**src/rtl/exec_issue_sequencer_if.sv**
```systemverilog
// Issue-side bus between the sequencer and its neighbours: instruction
// handshake, execution-unit operands/results and the writeback strobe.
interface exec_issue_sequencer_if;
  logic        instr_valid;
  logic [15:0] instr;
  logic        instr_ready;
  logic [3:0]  ex_opcode;
  logic [15:0] ex_src1;
  logic [15:0] ex_src2;
  logic [15:0] ex_immediate;
  logic [15:0] ex_result;
  logic        ex_zero;
  logic        ex_carry;
  logic        ex_div_done;
  logic        wb_valid;
  logic [2:0]  wb_addr;
  logic [15:0] wb_data;

  // Handshake: an instruction transfers at a rising edge where
  // instr_valid && instr_ready; the sender holds instr stable until then.
  modport master (
    input  instr_valid, instr, ex_result, ex_zero, ex_carry, ex_div_done,
    output instr_ready, ex_opcode, ex_src1, ex_src2, ex_immediate,
           wb_valid, wb_addr, wb_data
  );

  modport slave (
    output instr_valid, instr, ex_result, ex_zero, ex_carry, ex_div_done,
    input  instr_ready, ex_opcode, ex_src1, ex_src2, ex_immediate,
           wb_valid, wb_addr, wb_data
  );
endinterface

```
**src/rtl/exec_issue_sequencer.sv**
```systemverilog
// Single-issue sequencer: decode, operand fetch from an 8x16 register file,
// fixed-latency execution-unit handoff, then writeback and flag update.
module exec_issue_sequencer #(
  parameter int          EXEC_CYCLES = 1,
  parameter logic [3:0]  DIV_OPCODE  = 4'b0011,
  parameter logic [3:0]  NOP_OPCODE  = 4'b1111
) (
  input  logic                   clk,
  input  logic                   rst,
  exec_issue_sequencer_if.master bus,
  output logic                   zero_q,
  output logic                   carry_q,
  output logic                   div_error,
  output logic                   busy,
  input  logic [2:0]             dbg_addr,
  output logic [15:0]            dbg_data,
  output logic [1:0]             dbg_state
);

  localparam int CNT_W = (EXEC_CYCLES > 1) ? $clog2(EXEC_CYCLES) : 1;

  typedef enum logic [1:0] {
    IDLE = 2'd0,
    READ = 2'd1,
    EXEC = 2'd2,
    WB   = 2'd3
  } state_t;

  state_t          state;
  logic [15:0]     instr_q;
  logic [CNT_W-1:0] cnt;
  logic [3:0]      op_q;
  logic [15:0]     src1_q;
  logic [15:0]     src2_q;
  logic [15:0]     imm_q;
  logic            zero_lat;
  logic            carry_lat;
  logic            wb_valid_q;
  logic [2:0]      wb_addr_q;
  logic [15:0]     wb_data_q;
  logic [15:0]     rf [0:7];

  logic            is_nop;
  logic            div_reject;

  assign bus.instr_ready  = (state == IDLE) & ~rst;
  assign bus.ex_opcode    = op_q;
  assign bus.ex_src1      = src1_q;
  assign bus.ex_src2      = src2_q;
  assign bus.ex_immediate = imm_q;
  assign bus.wb_valid     = wb_valid_q;
  assign bus.wb_addr      = wb_addr_q;
  assign bus.wb_data      = wb_data_q;

  assign busy      = (state != IDLE);
  assign dbg_state = state;
  assign dbg_data  = (dbg_addr == 3'd0) ? 16'h0000 : rf[dbg_addr];

  // Writeback decision is taken from the execution-unit outputs at the
  // sampling edge, so the WB cycle already presents the final strobes.
  assign is_nop     = (op_q == NOP_OPCODE);
  assign div_reject = (op_q == DIV_OPCODE) & ~bus.ex_div_done;

  always_ff @(posedge clk) begin
    if (rst) begin
      state      <= IDLE;
      instr_q    <= 16'h0000;
      cnt        <= '0;
      op_q       <= 4'h0;
      src1_q     <= 16'h0000;
      src2_q     <= 16'h0000;
      imm_q      <= 16'h0000;
      zero_lat   <= 1'b0;
      carry_lat  <= 1'b0;
      wb_valid_q <= 1'b0;
      wb_addr_q  <= 3'd0;
      wb_data_q  <= 16'h0000;
      div_error  <= 1'b0;
      zero_q     <= 1'b0;
      carry_q    <= 1'b0;
      for (int i = 0; i < 8; i++) begin
        rf[i] <= 16'h0000;
      end
    end else begin
      case (state)
        IDLE: begin
          if (bus.instr_valid) begin
            instr_q <= bus.instr;
            state   <= READ;
          end
        end
        READ: begin
          op_q   <= instr_q[15:12];
          src1_q <= rf[instr_q[8:6]];
          src2_q <= rf[instr_q[5:3]];
          imm_q  <= {{10{instr_q[5]}}, instr_q[5:0]};
          cnt    <= CNT_W'(EXEC_CYCLES - 1);
          state  <= EXEC;
        end
        EXEC: begin
          if (cnt == '0) begin
            zero_lat   <= bus.ex_zero;
            carry_lat  <= bus.ex_carry;
            wb_addr_q  <= instr_q[11:9];
            wb_data_q  <= bus.ex_result;
            wb_valid_q <= ~is_nop & ~div_reject;
            div_error  <= div_reject;
            state      <= WB;
          end else begin
            cnt <= cnt - CNT_W'(1);
          end
        end
        WB: begin
          // r0 is hardwired to zero; the strobe still fires for it.
          if (wb_valid_q) begin
            if (wb_addr_q != 3'd0) begin
              rf[wb_addr_q] <= wb_data_q;
            end
            zero_q  <= zero_lat;
            carry_q <= carry_lat;
          end
          wb_valid_q <= 1'b0;
          div_error  <= 1'b0;
          state      <= IDLE;
        end
        default: state <= IDLE;
      endcase
    end
  end

endmodule
```
**src/flat_wrapper.sv**
```systemverilog
// flat-port wrapper written by rule: the top's interface ports become plain ports
module exec_issue_sequencer_flat 
#(
  parameter int          EXEC_CYCLES = 1,
  parameter logic [3:0]  DIV_OPCODE  = 4'b0011,
  parameter logic [3:0]  NOP_OPCODE  = 4'b1111
)
  (clk, rst, zero_q, carry_q, div_error, busy, dbg_addr, dbg_data, dbg_state, bus_instr_valid, bus_instr, bus_ex_result, bus_ex_zero, bus_ex_carry, bus_ex_div_done, bus_instr_ready, bus_ex_opcode, bus_ex_src1, bus_ex_src2, bus_ex_immediate, bus_wb_valid, bus_wb_addr, bus_wb_data);
  exec_issue_sequencer_if bus_i ();
  input  logic clk;
  input  logic rst;
  output logic zero_q;
  output logic carry_q;
  output logic div_error;
  output logic busy;
  input  logic [2:0] dbg_addr;
  output logic [15:0] dbg_data;
  output logic [1:0] dbg_state;
  input wire logic [$bits(bus_i.instr_valid)-1:0] bus_instr_valid;
  input wire logic [$bits(bus_i.instr)-1:0] bus_instr;
  input wire logic [$bits(bus_i.ex_result)-1:0] bus_ex_result;
  input wire logic [$bits(bus_i.ex_zero)-1:0] bus_ex_zero;
  input wire logic [$bits(bus_i.ex_carry)-1:0] bus_ex_carry;
  input wire logic [$bits(bus_i.ex_div_done)-1:0] bus_ex_div_done;
  output wire logic [$bits(bus_i.instr_ready)-1:0] bus_instr_ready;
  output wire logic [$bits(bus_i.ex_opcode)-1:0] bus_ex_opcode;
  output wire logic [$bits(bus_i.ex_src1)-1:0] bus_ex_src1;
  output wire logic [$bits(bus_i.ex_src2)-1:0] bus_ex_src2;
  output wire logic [$bits(bus_i.ex_immediate)-1:0] bus_ex_immediate;
  output wire logic [$bits(bus_i.wb_valid)-1:0] bus_wb_valid;
  output wire logic [$bits(bus_i.wb_addr)-1:0] bus_wb_addr;
  output wire logic [$bits(bus_i.wb_data)-1:0] bus_wb_data;
  assign bus_i.instr_valid = bus_instr_valid;
  assign bus_i.instr = bus_instr;
  assign bus_i.ex_result = bus_ex_result;
  assign bus_i.ex_zero = bus_ex_zero;
  assign bus_i.ex_carry = bus_ex_carry;
  assign bus_i.ex_div_done = bus_ex_div_done;
  assign bus_instr_ready = bus_i.instr_ready;
  assign bus_ex_opcode = bus_i.ex_opcode;
  assign bus_ex_src1 = bus_i.ex_src1;
  assign bus_ex_src2 = bus_i.ex_src2;
  assign bus_ex_immediate = bus_i.ex_immediate;
  assign bus_wb_valid = bus_i.wb_valid;
  assign bus_wb_addr = bus_i.wb_addr;
  assign bus_wb_data = bus_i.wb_data;
  exec_issue_sequencer #(.EXEC_CYCLES(EXEC_CYCLES), .DIV_OPCODE(DIV_OPCODE), .NOP_OPCODE(NOP_OPCODE)) u_core (.clk(clk), .rst(rst), .bus(bus_i), .zero_q(zero_q), .carry_q(carry_q), .div_error(div_error), .busy(busy), .dbg_addr(dbg_addr), .dbg_data(dbg_data), .dbg_state(dbg_state));
endmodule
```
**config.mk**
```make
export PLATFORM = sky130hd
export DESIGN_NAME = exec_issue_sequencer_flat
export DESIGN_NICKNAME = d
export VERILOG_FILES = /design/src/rtl/exec_issue_sequencer_if.sv /design/src/rtl/exec_issue_sequencer.sv /design/src/flat_wrapper.sv
export SDC_FILE = /design/constraint.sdc
export NUM_CORES = 1
export LEC_CHECK = 0
export BUFFER_PORTS_ARGS = -buffer_cell sky130_fd_sc_hd__buf_2
export CAP_MARGIN = 20
export CORE_ASPECT_RATIO = 0.9
export CORE_MARGIN = 2
export CORE_UTILIZATION = 49
export CTS_BUF_LIST = sky130_fd_sc_hd__clkbuf_2
export CTS_CLUSTER_SIZE = 25
export DETAILED_ROUTE_END_ITERATION = 6
export GPL_TIMING_DRIVEN = 1
export PLACE_DENSITY_LB_ADDON = 0.2
export SLEW_MARGIN = 5
export SYNTH_ARGS = -nofsm -noshare
export SYNTH_HDL_FRONTEND = slang
export SYNTH_SLANG_ARGS = --single-unit
```
**constraint.sdc**
```tcl
create_clock -name clk -period 1.87 [get_ports clk]
set_input_delay 0.374 -clock clk [delete_from_list [all_inputs] [get_ports clk]]
set_output_delay 0.374 -clock clk [all_outputs]
set_load 0.02 [all_outputs]
```
# Word-level counts from Yosys, hierarchy flattened

Memory sizes are Yosys's and may differ from the RTL's. A register that Yosys moved wholly into a read port is not among the register bits.
Index checks and enable logic that the tools add are counted.
Widths: inputs -> output; s select.

$add $sub $neg: 1
Equal/unequal tests: 7
Muxes and demuxes: 20
Bitwise operators: 8
Reduce and logical (&&, ||, !) cells: 12

Operators with widths:

| cell                | number |
|---|---|
| $mux 16             | 2 |
| $reduce_or 16->1    | 1 |
| $mux 1              | 11 |
| $reduce_and 2->1    | 5 |
| $pmux 2 s4          | 1 |
| $pmux 1 s2          | 3 |
| $reduce_bool 2->1   | 3 |
| $not 1->1           | 5 |
| $eq 2x2->1 const B  | 2 |
| $eq 4x2->1 const B  | 1 |
| $eq 4x4->1 const B  | 1 |
| $mux 2              | 2 |
| $ne 2x2->1 const B  | 2 |
| $and 1x1->1         | 3 |
| $logic_not 3->1     | 1 |
| $mux 3              | 1 |
| $reduce_bool 3->1   | 1 |
| $eq 2x1->1 const B  | 1 |
| $logic_not 2->1     | 1 |
| $sub 1x1->1 const B | 1 |

Flip-flop bits (word level): 54
Bits in writable memories: 128
Bits of input ports: 41
Output and inout bits: 95
Word-level logic and storage cells: 62
Memories kept: 1

Memory list:

| name      | depth | width | read ports | clocked after memory_dff | write ports | line                       | source |
|---|---|---|---|---|---|---|---|
| u_core.rf | 8     | 16    | 3          | 2                        | 8           | exec_issue_sequencer.sv:41 | `logic [15:0] rf [0:7];` |

# Depth between registers and ports, before layout

Depth after elaboration: 8
Mapped depth: 8
Mapped depth without buffers: 6

# Worst setup path after synthesis

OpenSTA, ideal clock, no wires.

Path kind: register -> register
Start: register u_core.state[1], in the netlist u_core.dbg_state[1]
End: memory u_core.rf[1][0], enable pin
Setup time: 0.334 ns
Arrival: 1.742 ns
Data required time: 1.536 ns
Setup slack: -0.205 ns
Stages on the path, launching flop included: 6
Path buffers: 0
Period minus slack after synthesis: 2.075 ns
Cells stage by stage: dfxtp_1 -> ha_1 -> nand2_1 -> or3_1 -> nor2_2 -> or2_2

RTL lines:

| element                | line                       | source |
|---|---|---|
| start, declared        | exec_issue_sequencer.sv:29 | `state_t state;` |
| start signal, assigned | exec_issue_sequencer.sv:66 | `state <= IDLE;` |
| start signal, assigned | exec_issue_sequencer.sv:89 | `state <= READ;` |
| start signal, assigned | exec_issue_sequencer.sv:98 | `state <= EXEC;` |
| end, declared          | exec_issue_sequencer.sv:41 |  |

==> results.md <==
* Status: finished with violations
* Failing checks: setup timing
* Residual DRC at 0
* Max Fclk at 0.398 GHz
* Syn Std Cell Area at 10,800 um^2
* Crit path max fanout at 3
* Post-layout util at 65.0%
* Worst Skew at between 0.05 and 0.06 ns
* Commonest cells post-synth: 128 x edfxtp_1, 115 x and2_1, 85 x dfxtp_1, 71 x mux2_2, 62 x mux2i_1
* DR iter-0 viols at ~700
* M1 wire length at 13.8 mm
* Setup slack after layout at -0.643 ns
* P_leak at approximately 0.0056 uW
* Starting Density at 49.9%
* Input/output buffers at about 140
* Seq cells post-synth at approximately 210
* Fin. Hold Viols at 0
* Post-route antenna net violation count at 0
* Crit-path leading delay family: multiplexers
* Vias post-DR at around 8,400
* Worst Reg2Reg Path Length in Cells at 7
* CP Launch Type: register
* Largest net degree at the start of global routing at 59
* RSZ-0062 raised after global routing: true
* PD cells at 1040 nW/um^2
* Post-Synth Simple-Gate Area at between 10% and 20%
* WHS Path Cells at 2
* CTS clock-pin slew for the worst setup and hold paths at approximately 0.10 ns
* Die width at between 150 and 200 um
* Number of buffers created by CTS at 54
* Setup violators final at 19
* Placer Congestion at 0.878
* Worst hold margin at about 0.068 ns
* Core ar. at 21,600 um^2
* Cell count after synthesis at 900
* Clock period minus worst slack at 2.51 ns
* Average wire per standard cell at between 20 and 25 um
* Top-area cell type share of the netlist area at a little over a third
* Top-count cell post-synth: edfxtp_1
* Final WL at 31.4 mm
* Global-route wire length before repair at 46.1 mm
* Setup crit end kind: output port
* Die Area at 23,200 um^2
* Cell count along the critical path at 4
* Max H-tree Level at 2
* Largest family of logic cells by synthesized area: multiplexers
* Crit path max-delay cell type: mux4_2
* Kind of critical path: register to output port
* Tcrit/Tclk final at 134%
* Area delta synth->final at 30.2%
* Fraction of registers with async set/reset at 0%
* Sequential share of the synthesized area at 51.4%
* FILL cells at about 1,600
* Synth Area in XOR/XNOR at 0%
* Synth area leader: edfxtp_1
* Max layer used: met4
* CTS max path bufs at 3
* # IOs at between 100 and 150
* CTS tree: built
* Met2 routed WL at approximately 14 mm
* Synth warn at 0
* Top cells by area, synth: edfxtp_1 36%, dfxtp_1 16%, mux2_2 7.4%
* Hold Startpoint: rst
* Syn avg cell area at ~12 um^2
* Slew headroom at 47.5%
* GRT Total Usage at between 20% and 30%
* Crit path launch: u_core.rf[6][0]$_SDFFCE_PN0P_
* Worst skew pair latency at between 0.8 and 0.9 ns
* Critical Path Max Stage Delay at about 0.52 ns
* Layout cell share with drive strength beyond 1 at between 40% and 50%
* First-pass DRT Iterations at 5
* DPL Wire Length at roughly 21 mm
* R2r startpoint: u_core.dbg_state[0]$_SDFFE_PP0P_
* Critical Path RT at approximately 1.5 ns
* Clk sinks at approximately 210
* Met3 WL at 3.22 mm
* HP Class: primary input to register
* Die height at between 100 and 150 um
* Worst path bufs/invs at 2
* Post-synthesis adder-cell area fraction at 0.580%
* Rows at 51
* Vias in the first global route at ~8,000
* CP arrival at roughly 2.1 ns
* Tightest Pin Transition at a little under 0.8 ns
* Total gr overflow at 0
* EDFF count, synth at about 130
* Nets@finish at roughly 1,200
* CP Cell Sequence: mux4_2 > inv_2 > a21oi_2 > buf_4
* Maxcap violations at 0
* Compound-Gate Fraction of Synth Area at 9.28%
* Maximum VDD drop at 0.937 mV
* Vias per cell at between 5 and 6
* Mux cell area share after synthesis at 20.8%
* Root Driver: clkbuf_2
* Primary FF master, synth: edfxtp_1
* Initial antenna violation count at 1
* Distinct cells, synth at 40
* Max-slew violations at 0
[what timing repair did]
action,4_1_cts,5_1_grt
endpoints found under the hold margin,43,0
gates cloned,1,2
hold buffers,44,0
gates resized for setup,93,70
setup buffers,27,25
pin swaps,11,8
endpoints found under the setup margin,110,89
[worst paths after layout]
kind                                                 endpoint  slack, ns
worst max-delay path                              dbg_data[0]      -0.64
worst max register to register  u_core.rf[5][6]$_SDFFCE_PN0P_       0.01
worst min register to register     u_core.zero_q$_SDFFE_PP0P_       0.46
worst min-delay path            u_core.rf[6][1]$_SDFFCE_PN0P_       0.07
[final cells by class]
| type | instances | area (um^2) | share of cell area, % |
|---|---|---|---|
| multi-input combinational | 607 | 5120 | 36.4 |
| timing repair buffer | 282 | 2300 | 16.4 |
| inverter | 18 | 72.6 | 0.516 |
| sequential | 213 | 5620 | 40.0 |
| tap | 291 | 364 | 2.59 |
| antenna | 1 | 2.50 | 0.0178 |
| clock inverter | 18 | 153 | 1.09 |
| clock buffer | 84 | 420 | 2.99 |
[routing by layer]
metal,global-route usage [%],vias to the layer above
li1,-,3868
met1,38.8,4034
met2,37.7,421
met3,6.93,56
met4,7.97,0
met5,0,-
[cells by family (layout without fill, tap and decap cells)]
group / after synthesis / count (layout)
compound gates: 136 / 136
fa+ha+maj: 5 / 5
simple gates: 274 / 276
mux: 174 / 174
buf+inv: 97 / 402
other cells: 1 / 17
flops: 213 / 213
[state kept, by name, summed over array words and instances (netlist names)]
name,flops
u_core.bus.ex_immediate,6
u_core.bus.wb_data,16
u_core.instr_q,16
u_core.bus.ex_src1,16
u_core.rf,128
u_core.bus.ex_src2,16
u_core.bus.wb_valid,1
u_core.zero_lat,1
u_core.carry_lat,1
u_core.zero_q,1
u_core.div_error,1
u_core.dbg_state,2
u_core.bus.ex_opcode,4
u_core.carry_q,1
u_core.bus.wb_addr,3
[power by group]
group / switching [uW] / total, uW / leakage (uW) / internal [uW]
Clock: 1910 / 3530 / 0.000423 / 1620
Combinational: 2790 / 5140 / 0.00320 / 2350
Sequential: 397 / 5900 / 0.00202 / 5500
Total: 5090 / 14600 / 0.00565 / 9470
[layout by cell type (no fill, tap or decap), types with 38 or more instances in the layout]
| cell | n |
|---|---|
| edfxtp_1 | 128 |
| and2_1 | 115 |
| buf_2 | 110 |
| buf_4 | 86 |
| clkbuf_2 | 84 |
| mux2_2 | 69 |
| mux2i_1 | 62 |
| dfxtp_1 | 60 |
| nand2_1 | 55 |
| nor2_1 | 50 |
| a21oi_1 | 38 |
[through the flow]
stage / setup WS (ns) / std cells / instance area, um^2 / power [uW] / setup TNS (ns)
3_5_place_dp: -0.171 / 1322 / 12100 / 10200 / -2.88
5_1_grt: -0.723 / 1514 / 14100 / 15300 / -12.75
2_1_floorplan: -0.0126 / 915 / 10900 / 8740 / -0.0973
4_1_cts: -0.708 / 1495 / 13700 / 14300 / -10.97
3_3_place_gp: -0.166 / 1322 / 12100 / 10100 / -2.87
6_report: -0.643 / 1514 / 14100 / 14600 / -9.35
[worst reg2reg max path, cell delays in order (launching register included)]
cell and delay [ns]:
dfxtp_4 0.37, buf_6 0.13, ha_4 0.15, buf_4 0.15
nand4b_1 0.22, nor2_1 0.10, or2_2 0.31, buf_12 0.16
Note: power is estimated with default switching activity, not from simulation.
